### src/rtl/ixc_tbexport_pkg.sv
// Shared definitions for the host-to-design export-call receiver:
// header/completion field placement, status codes and FSM state codes.
package ixc_tbexport_pkg;

   localparam logic [1:0] ST_OK      = 2'b00;
   localparam logic [1:0] ST_BADARGC = 2'b01;

   typedef logic [2:0] state_t;

   localparam state_t S_IDLE  = 3'd0;
   localparam state_t S_ARGS  = 3'd1;
   localparam state_t S_DRAIN = 3'd2;
   localparam state_t S_CALL  = 3'd3;
   localparam state_t S_WAIT  = 3'd4;
   localparam state_t S_CMP0  = 3'd5;
   localparam state_t S_CMP1  = 3'd6;

   function automatic int hdr_argc_lsb(input int fid_w);
      return fid_w;
   endfunction

   function automatic int hdr_tag_lsb(input int fid_w);
      return fid_w + 8;
   endfunction

   function automatic int cmp_status_lsb(input int fid_w, input int tag_w);
      return fid_w + tag_w;
   endfunction

   function automatic int hdr_min_dw(input int fid_w, input int tag_w);
      return fid_w + 8 + tag_w + 2;
   endfunction

endpackage

### src/rtl/ixc_tbexport_argbuf.sv
// Argument register file: indexed word write, clear-all on header accept,
// flat read-out with slot 0 in the LSBs.
module ixc_tbexport_argbuf
   import ixc_tbexport_pkg::*;
#(
   parameter int DW    = 32,
   parameter int DEPTH = 4
) (
   input  logic                clk_i,
   input  logic                rst_i,
   input  logic                clr_i,
   input  logic                wr_en_i,
   input  logic [7:0]          wr_idx_i,
   input  logic [DW-1:0]       wr_data_i,
   output logic [DEPTH*DW-1:0] rd_flat_o
);

   logic [DW-1:0] mem_q [DEPTH];

   always_ff @(posedge clk_i or posedge rst_i) begin
      if (rst_i) begin
         for (int i = 0; i < DEPTH; i++) mem_q[i] <= '0;
      end else if (clr_i) begin
         for (int i = 0; i < DEPTH; i++) mem_q[i] <= '0;
      end else if (wr_en_i) begin
         for (int i = 0; i < DEPTH; i++) begin
            if (wr_idx_i == 8'(i)) mem_q[i] <= wr_data_i;
         end
      end
   end

   for (genvar g = 0; g < DEPTH; g++) begin : g_flat
      assign rd_flat_o[g*DW +: DW] = mem_q[g];
   end

endmodule

### src/rtl/ixc_tbexport_rx.sv
// Host-to-design export-call receiver: deframes call packets, presents one
// call at a time to the design and returns a two-word completion packet.
//
// state | meaning
// IDLE  | waiting for a call header from the host
// ARGS  | collecting argument words into the buffer
// DRAIN | discarding arguments of a call with too many args
// CALL  | call presented to the design, waiting for call_ready
// WAIT  | waiting for the design's return value
// CMP0  | sending completion header (status, tag, fid)
// CMP1  | sending completion return word
module ixc_tbexport_rx
   import ixc_tbexport_pkg::*;
#(
   parameter int DW       = 32,
   parameter int FID_W    = 8,
   parameter int TAG_W    = 8,
   parameter int MAX_ARGS = 4
) (
   input  logic                   clk_i,
   input  logic                   rst_i,
   input  logic                   hst_valid_i,
   output logic                   hst_ready_o,
   input  logic [DW-1:0]          hst_data_i,
   output logic                   call_valid_o,
   input  logic                   call_ready_i,
   output logic [FID_W-1:0]       call_fid_o,
   output logic [7:0]             call_argc_o,
   output logic [MAX_ARGS*DW-1:0] call_args_o,
   input  logic                   ret_valid_i,
   input  logic [DW-1:0]          ret_data_i,
   output logic                   cmp_valid_o,
   input  logic                   cmp_ready_i,
   output logic [DW-1:0]          cmp_data_o,
   output logic                   busy_o
);

   localparam int         ARGC_LSB = hdr_argc_lsb(FID_W);
   localparam int         TAG_LSB  = hdr_tag_lsb(FID_W);
   localparam int         STAT_LSB = cmp_status_lsb(FID_W, TAG_W);
   localparam logic [7:0] MAX_ARGC = 8'(MAX_ARGS);

   if (hdr_min_dw(FID_W, TAG_W) > DW) begin : g_bad_dw
      $error("ixc_tbexport_rx: FID_W+8+TAG_W+2 exceeds DW");
   end
   if (MAX_ARGS < 1 || MAX_ARGS > 255) begin : g_bad_max_args
      $error("ixc_tbexport_rx: MAX_ARGS must be 1..255");
   end

   state_t             state_q, state_d;
   logic [FID_W-1:0]   fid_q, fid_d;
   logic [7:0]         argc_q, argc_d;
   logic [TAG_W-1:0]   tag_q, tag_d;
   logic [7:0]         idx_q, idx_d;
   logic [1:0]         status_q, status_d;
   logic [DW-1:0]      ret_q, ret_d;

   logic               hst_fire;
   logic               cmp_fire;
   logic               buf_clr;
   logic               buf_wr;
   logic [7:0]         hdr_argc;
   logic               last_word;

   // Ready is gated by rst so the host sees no acceptance while reset is held.
   assign hst_ready_o  = !rst_i && (state_q == S_IDLE || state_q == S_ARGS ||
                                    state_q == S_DRAIN);
   assign call_valid_o = (state_q == S_CALL);
   assign cmp_valid_o  = (state_q == S_CMP0) || (state_q == S_CMP1);
   assign busy_o       = (state_q != S_IDLE);
   assign call_fid_o   = fid_q;
   assign call_argc_o  = argc_q;

   assign hst_fire  = hst_valid_i && hst_ready_o;
   assign cmp_fire  = cmp_valid_o && cmp_ready_i;
   assign hdr_argc  = hst_data_i[ARGC_LSB +: 8];
   assign last_word = (idx_q == argc_q - 8'd1);
   assign buf_clr   = (state_q == S_IDLE) && hst_fire;
   assign buf_wr    = (state_q == S_ARGS) && hst_fire;

   always_comb begin
      cmp_data_o = '0;
      if (state_q == S_CMP0) begin
         cmp_data_o[FID_W-1:0]      = fid_q;
         cmp_data_o[FID_W +: TAG_W] = tag_q;
         cmp_data_o[STAT_LSB +: 2]  = status_q;
      end else if (state_q == S_CMP1) begin
         cmp_data_o = ret_q;
      end
   end

   always_comb begin
      state_d  = state_q;
      fid_d    = fid_q;
      argc_d   = argc_q;
      tag_d    = tag_q;
      idx_d    = idx_q;
      status_d = status_q;
      ret_d    = ret_q;
      case (state_q)
         S_IDLE: begin
            if (hst_fire) begin
               fid_d  = hst_data_i[FID_W-1:0];
               argc_d = hdr_argc;
               tag_d  = hst_data_i[TAG_LSB +: TAG_W];
               idx_d  = 8'd0;
               if (hdr_argc == 8'd0) begin
                  state_d = S_CALL;
               end else if (hdr_argc <= MAX_ARGC) begin
                  state_d = S_ARGS;
               end else begin
                  state_d = S_DRAIN;
               end
            end
         end
         S_ARGS: begin
            if (hst_fire) begin
               idx_d = idx_q + 8'd1;
               if (last_word) state_d = S_CALL;
            end
         end
         S_DRAIN: begin
            if (hst_fire) begin
               idx_d = idx_q + 8'd1;
               if (last_word) begin
                  state_d  = S_CMP0;
                  status_d = ST_BADARGC;
                  ret_d    = '0;
               end
            end
         end
         S_CALL: begin
            if (call_ready_i) state_d = S_WAIT;
         end
         S_WAIT: begin
            if (ret_valid_i) begin
               state_d  = S_CMP0;
               status_d = ST_OK;
               ret_d    = ret_data_i;
            end
         end
         S_CMP0: begin
            if (cmp_fire) state_d = S_CMP1;
         end
         S_CMP1: begin
            if (cmp_fire) state_d = S_IDLE;
         end
         default: state_d = S_IDLE;
      endcase
   end

   always_ff @(posedge clk_i or posedge rst_i) begin
      if (rst_i) begin
         state_q  <= S_IDLE;
         fid_q    <= '0;
         argc_q   <= '0;
         tag_q    <= '0;
         idx_q    <= '0;
         status_q <= ST_OK;
         ret_q    <= '0;
      end else begin
         state_q  <= state_d;
         fid_q    <= fid_d;
         argc_q   <= argc_d;
         tag_q    <= tag_d;
         idx_q    <= idx_d;
         status_q <= status_d;
         ret_q    <= ret_d;
      end
   end

   ixc_tbexport_argbuf #(
      .DW    (DW),
      .DEPTH (MAX_ARGS)
   ) u_argbuf (
      .clk_i     (clk_i),
      .rst_i     (rst_i),
      .clr_i     (buf_clr),
      .wr_en_i   (buf_wr),
      .wr_idx_i  (idx_q),
      .wr_data_i (hst_data_i),
      .rd_flat_o (call_args_o)
   );

endmodule

### config.mk
export PLATFORM = sky130hd
export DESIGN_NAME = ixc_tbexport_rx
export DESIGN_NICKNAME = d
export VERILOG_FILES = /design/src/rtl/ixc_tbexport_pkg.sv /design/src/rtl/ixc_tbexport_argbuf.sv /design/src/rtl/ixc_tbexport_rx.sv
export SDC_FILE = /design/constraint.sdc
export NUM_CORES = 1
export LEC_CHECK = 0
export ABC_CLOCK_PERIOD_IN_PS = 8500
export CAP_MARGIN = 30
export CELL_PAD_IN_SITES_DETAIL_PLACEMENT = 1
export CELL_PAD_IN_SITES_GLOBAL_PLACEMENT = 2
export CORE_MARGIN = 2
export CORE_UTILIZATION = 28
export DETAILED_ROUTE_END_ITERATION = 12
export GPL_TIMING_DRIVEN = 0
export PLACE_DENSITY_LB_ADDON = 0.1
export SKIP_CTS_REPAIR_TIMING = 1
export SYNTH_ARGS = -nofsm -noshare
export SYNTH_HDL_FRONTEND = slang
export SYNTH_SLANG_ARGS = --single-unit
### constraint.sdc
create_clock -name clk_i -period 8.5 [get_ports clk_i]
set_input_delay 0.85 -clock clk_i [delete_from_list [all_inputs] [get_ports clk_i]]
set_output_delay 0.85 -clock clk_i [all_outputs]
set_load 0.02 [all_outputs]
== Word-level counts from Yosys, hierarchy flattened ==
Cells that the tools add are included.
Widths: inputs -> output; s select.
Word-level totals
  register bits after elaboration: 197
  input port bits: 70
  output and inout port bits: 180
  word-level logic and storage cells: 95
Cells by class
  add/subtract/negate cells: 2
  order comparisons: 1
  equality and inequality tests: 20
  muxes and demuxes: 32
  reduce and logical (&&, ||, !) cells: 29
Operator list (count)
  $mux 128: 2
  $mux 32: 8
  $pmux 32 s2: 1
  $mux 3: 9
  $pmux 3 s7: 1
  $mux 18: 1
  $eq 8x2->1 const B: 2
  $logic_not 8->1: 2
  $mux 8: 2
  $ne 2x2->1 const B: 8
  $pmux 8 s2: 1
  $mux 14: 1
  $reduce_bool 2->1: 7
  $mux 2: 5
  $reduce_and 2->1: 5
  $eq 3x3->1 const B: 3
  $reduce_and 9->1: 1
  $add 8x1->8 const B: 1
  $eq 8x1->1 const B: 1
  $eq 8x8->1: 1
  $le 8x3->1 const B: 1
  $sub 8x1->8 const B: 1
  $eq 3x2->1 const B: 2
  $logic_and 1x1->1: 5
  10 further kinds: 13

== Depth between registers and ports, before layout ==
  depth after elaboration: 8
  depth in mapped cells: 9
  gate-level depth less buffers: 8

== By module ==
A second synthesis with hierarchy kept.
Unflattened totals
  cells, all modules: 863
  area total of the unflattened synthesis: 9425.3 µm²
By module, submodules not included
  ixc_tbexport_argbuf: times used 1, cells an instance 458, area an instance 5753.0 µm², sequential area each 3203.1 µm²
  ixc_tbexport_rx: times used 1, cells an instance 405, area an instance 3672.3 µm², sequential area each 1701.6 µm²

== Worst setup path after synthesis ==
No wires, ideal clock.
  kind: input to register
  start: input rst_i
  end: register u_argbuf.mem_q (netlist bit u_argbuf.rd_flat_o[84])
  setup time: 0.133 ns
  arrival: 7.003 ns
  required time: 8.367 ns
  slack: 1.364 ns
  cell stages on the path: 7
  buffers on the path: 1
  cell sequence: inv_1 -> nand3_1 -> nor3_2 -> a21oi_2 -> clkbuf_1 -> nand2_1 -> o21ai_0
Between the ends
  longest elaborated chain between the ends: 6
  elaborated cells between the ends (all ways): 9
  classes of those cells: mux: 1; reduce/logical: 8
Ends and longest elaborated chain
  from (decl): RTL line ixc_tbexport_rx.sv:21  | input logic rst_i,
  $logic_not 1->1 (no line) (*)
  $logic_and 1x1->1 (*): RTL line ixc_tbexport_rx.sv:66  | assign hst_ready_o = !rst_i && (state_q == S_IDLE || state_q == S_ARGS ||
  $logic_and 1x1->1 (*): RTL line ixc_tbexport_rx.sv:74  | assign hst_fire = hst_valid_i && hst_ready_o;
  $logic_and 1x1->1 (on tied branches): RTL line ixc_tbexport_rx.sv:78, ixc_tbexport_rx.sv:79
  $reduce_bool 2->1 (no line)
  $reduce_and 2->1 (no line)
  to (signal, indexed assignment): RTL line ixc_tbexport_argbuf.sv:27  | if (wr_idx_i == 8'(i)) mem_q[i] <= wr_data_i;
  to (decl): RTL line ixc_tbexport_argbuf.sv:18  | logic [DW-1:0] mem_q [DEPTH];
Every way passes the cells marked *; elsewhere a longest branch is shown, timed or not.
A chain may end at the register's enable or synchronous reset.

== Worst setup path in the final report ==
  start: register state_q[2]
  end: output cmp_data_o[12]
Between the ends
  longest elaborated chain between the ends: 3
  elaborated cells between the ends (all ways): 4
  classes of those cells: eq/ne: 2; mux: 2
Ends and longest elaborated chain
  from (decl): RTL line ixc_tbexport_rx.sv:50  | state_t state_q, state_d;
  from (signal assigned): RTL line ixc_tbexport_rx.sv:162  | state_q <= state_d;
  $eq 3x3->1: RTL line ixc_tbexport_rx.sv:87  | end else if (state_q == S_CMP1) begin
  $mux 32: RTL line ixc_tbexport_rx.sv:87
  $mux 18 (*): RTL line ixc_tbexport_rx.sv:83  | if (state_q == S_CMP0) begin
  to (decl): RTL line ixc_tbexport_rx.sv:34  | output logic [DW-1:0] cmp_data_o,
Marked as above.

==> results.toml <==
[detailed_routing]
via_per_inst = 4.73
drc = 0
vias = 7346
drtIter0Drc = 310
first_pass_iters = 4
wl_per_cell_um = 20.2
totalWireLength_um = 31300
postRouteAntennaNets = 0

[place]
dpl-instance-area_mm2 = 0.0115
port_buffers = 249
hpwl_um = 23000
dpl_worst_slack_ns = 4.63
routabilityCongestion = 0.767

[synth]
synth-warning-count = 0
yosysMostFrequentCell = "nand2_1"
synthMuxAreaShare_pct = 0.354
synth_area_leader_cell = "dfrtp_1"
syn-cell-area_mm2 = 0.00849
synthXorXnorAreaFrac_pct = 1.44
synthAdderAreaFrac_pct = 0.737
synth_top_family_by_area = "compound AO/OA/AOI/OAI gates"
synthFlopType = "dfrtp_1"
syn_area_per_cell_um2 = 9.65
ys_types = 51
synth_nets = 955
synth_top_area_share_pct = 57.8
synth_simple_gate_area_share_pct = 17.4
ys_ff_latch = 196
synth_area_leaders = "dfrtp_1, nand2_1, o21ai_0"
synthCells = 880
synth_edf_count = 0
synth_common_cells = "nand2_1, dfrtp_1, o21ai_0"
seq_area_frac_synth_pct = 57.8
synthArstFlopShare_pct = 100
synth_compound_area_share_pct = 18.6

[critical_path]
required_ns = 7.65
worst_setup_path_start_kind = "flop"
cp.arrival_ns = 2.98
critical_path_peak_fanout = 10
cp-end-kind = "output port"
critPathKind = "reg2out"

[finish]
area_growth_pct = 42.7
fill_cells = 3370
drive_gt1_share_pct = 8.09
multi_input_area_mm2 = 0.00327
antennaDiodeCount = 0
fin_area_mm2 = 0.0121
layout.nets = 1224
seq_area_mm2 = 0.00490

[timing]
slew_headroom_pct = 45.3
tns_ns = 0
slew_violations = 0
fin_crit_ns = 3.83
tightest_slew_ns = 0.815
fin_crit_sh_pct = 45.0
fin_ws_ns = 4.67
fin_skew_ns = 0.0202
maxClockFrequency_mhz = 261
setup_viol = 0
finalHoldViolCount = 0
rsz0062_at_grt = "false"

[pwr]
p_total_mw = 4.85
power_density_mw_per_mm2 = 400
vdd.ir_drop.worst_mv = 0.152
leakage_nw = 5.48

[global_route]
grt_usage_pct = 20.1
grt_pass1_vias = 7874
grt_max_degree = 118
grt_antenna_before_repair = 1
grt_pass1_wl_um = 48300
grt_overflow = 0

[run]
maxCapViolCount = 0

[cts]
cts_buffers = 17
clkLatencyLatePin_ns = 0.44
root_buffer = "clkbuf_16"
cts_buffer_depth = 2
clk_pin_slew_ns = 0.09
cts_sinks = 196
cts_tree = "done"
htree_levels = 4

[run_status]
outcome = "finished, final reports clean"

[die]
row_count = 63
die_area_mm2 = 0.0317
ios = 250
die_h_um = 178
core_mm2 = 0.0297
start_util_pct = 28.6
die_x_um = 178

[min_path]
worst_hold_path_type = "reg2reg"
power by group:
group / leakage, nW / switching (mW) / internal [mW]
clock network: 0.299 / 0.439 / 0.412
registers: 2.39 / 0.297 / 1.34
logic: 2.78 / 1.32 / 1.04
total: 5.48 / 2.06 / 2.79
per-layer routing:
layer | global-route usage, % | share of wire, %
met5 | 0 | 0.042
met4 | 3.83 | 1.0
met3 | 6.05 | 6.8
met2 | 32.5 | 47
met1 | 26.6 | 46
final timing paths:
kind | end | cells past startpoint | slack, ns | startpoint
hold / removal | u_argbuf.rd_flat_o[54]$_DFFE_PP0P_ | 2 | 0.48 | u_argbuf.rd_flat_o[54]$_DFFE_PP0P_
max in group asynchronous | u_argbuf.rd_flat_o[42]$_DFFE_PP0P_ | 3 | 6.50 | rst_i
setup reg to reg | u_argbuf.rd_flat_o[36]$_DFFE_PP0P_ | 7 | 6.12 | state_q[0]$_DFFE_PP0P_
hold reg to reg | u_argbuf.rd_flat_o[54]$_DFFE_PP0P_ | 2 | 0.48 | u_argbuf.rd_flat_o[54]$_DFFE_PP0P_
min in group asynchronous | ret_q[7]$_DFFE_PP0P_ | 2 | 0.97 | rst_i
setup / recovery | cmp_data_o[12] | 6 | 4.67 | state_q[2]$_DFFE_PP0P_
cell type report:
cell class,count,share of cell area [%]
flip-flops and latches,196,40.5
well taps,390,4.03
multi-input cells,616,27.0
repair buffers,250,20.8
inverters,7,0.279
clock buffers,18,3.62
clock inverters,14,1.41
plain buffers,61,2.41
cell usage in the layout (no fill, tap or decap), drive strengths merged, types with 2 or more instances in the layout:
master,Yosys,layout
inv,7,16
a22o,17,17
o211ai,3,3
o21ai,171,171
a31oi,2,2
nand2b,6,6
nor3,10,10
xnor2,9,9
clkdlybuf4s50,0,249
buf,16,17
a22oi,32,32
nand4,5,5
nand2,276,276
clkinv,0,5
xor2,5,5
and3,17,17
nor2,15,15
a21oi,11,11
clkbuf,45,63
nor2b,3,3
dfrtp,196,196
and2,3,3
ha,5,5
mux2i,3,3
or3,2,2
nand3,4,4
sequential cells by signal, summed over array words and instances, names as in the netlist:
register / cells
tag_q: 8
idx_q: 8
status_q: 1
u_argbuf.rd_flat_o: 128
state_q: 3
call_argc_o: 8
call_fid_o: 8
ret_q: 32
per-stage QoR:
step | utilization, % | hold WS, ns | instances
after global routing | 40.8 | 0.513 | 1552
after CTS | 40.8 | 0.489 | 1552
final | 40.8 | 0.484 | 1552
after global placement | 38.6 | 0.460 | 1519
after floorplan | - | 0.447 | 880
after detailed placement | 38.7 | 0.470 | 1520
kinds of logic after synthesis:
| group | Yosys count |
|---|---|
| AO/OA/AOI/OAI | 248 |
| buffers and inverters | 68 |
| multiplexers | 3 |
| adder cells (fa/ha/maj) | 5 |
| AND/OR/NAND/NOR | 346 |
| XOR/XNOR | 14 |
| flip-flops | 196 |
critical path, cell delays in order, from the launching register on:
cell,delay [ns]
dfrtp_1,0.48
clkbuf_1,0.39
and2_1,0.19
buf_2,0.23
buf_1,0.41
a22o_1,0.23
clkdlybuf4s50_1,0.60
Power figures use the tool's default switching activity.
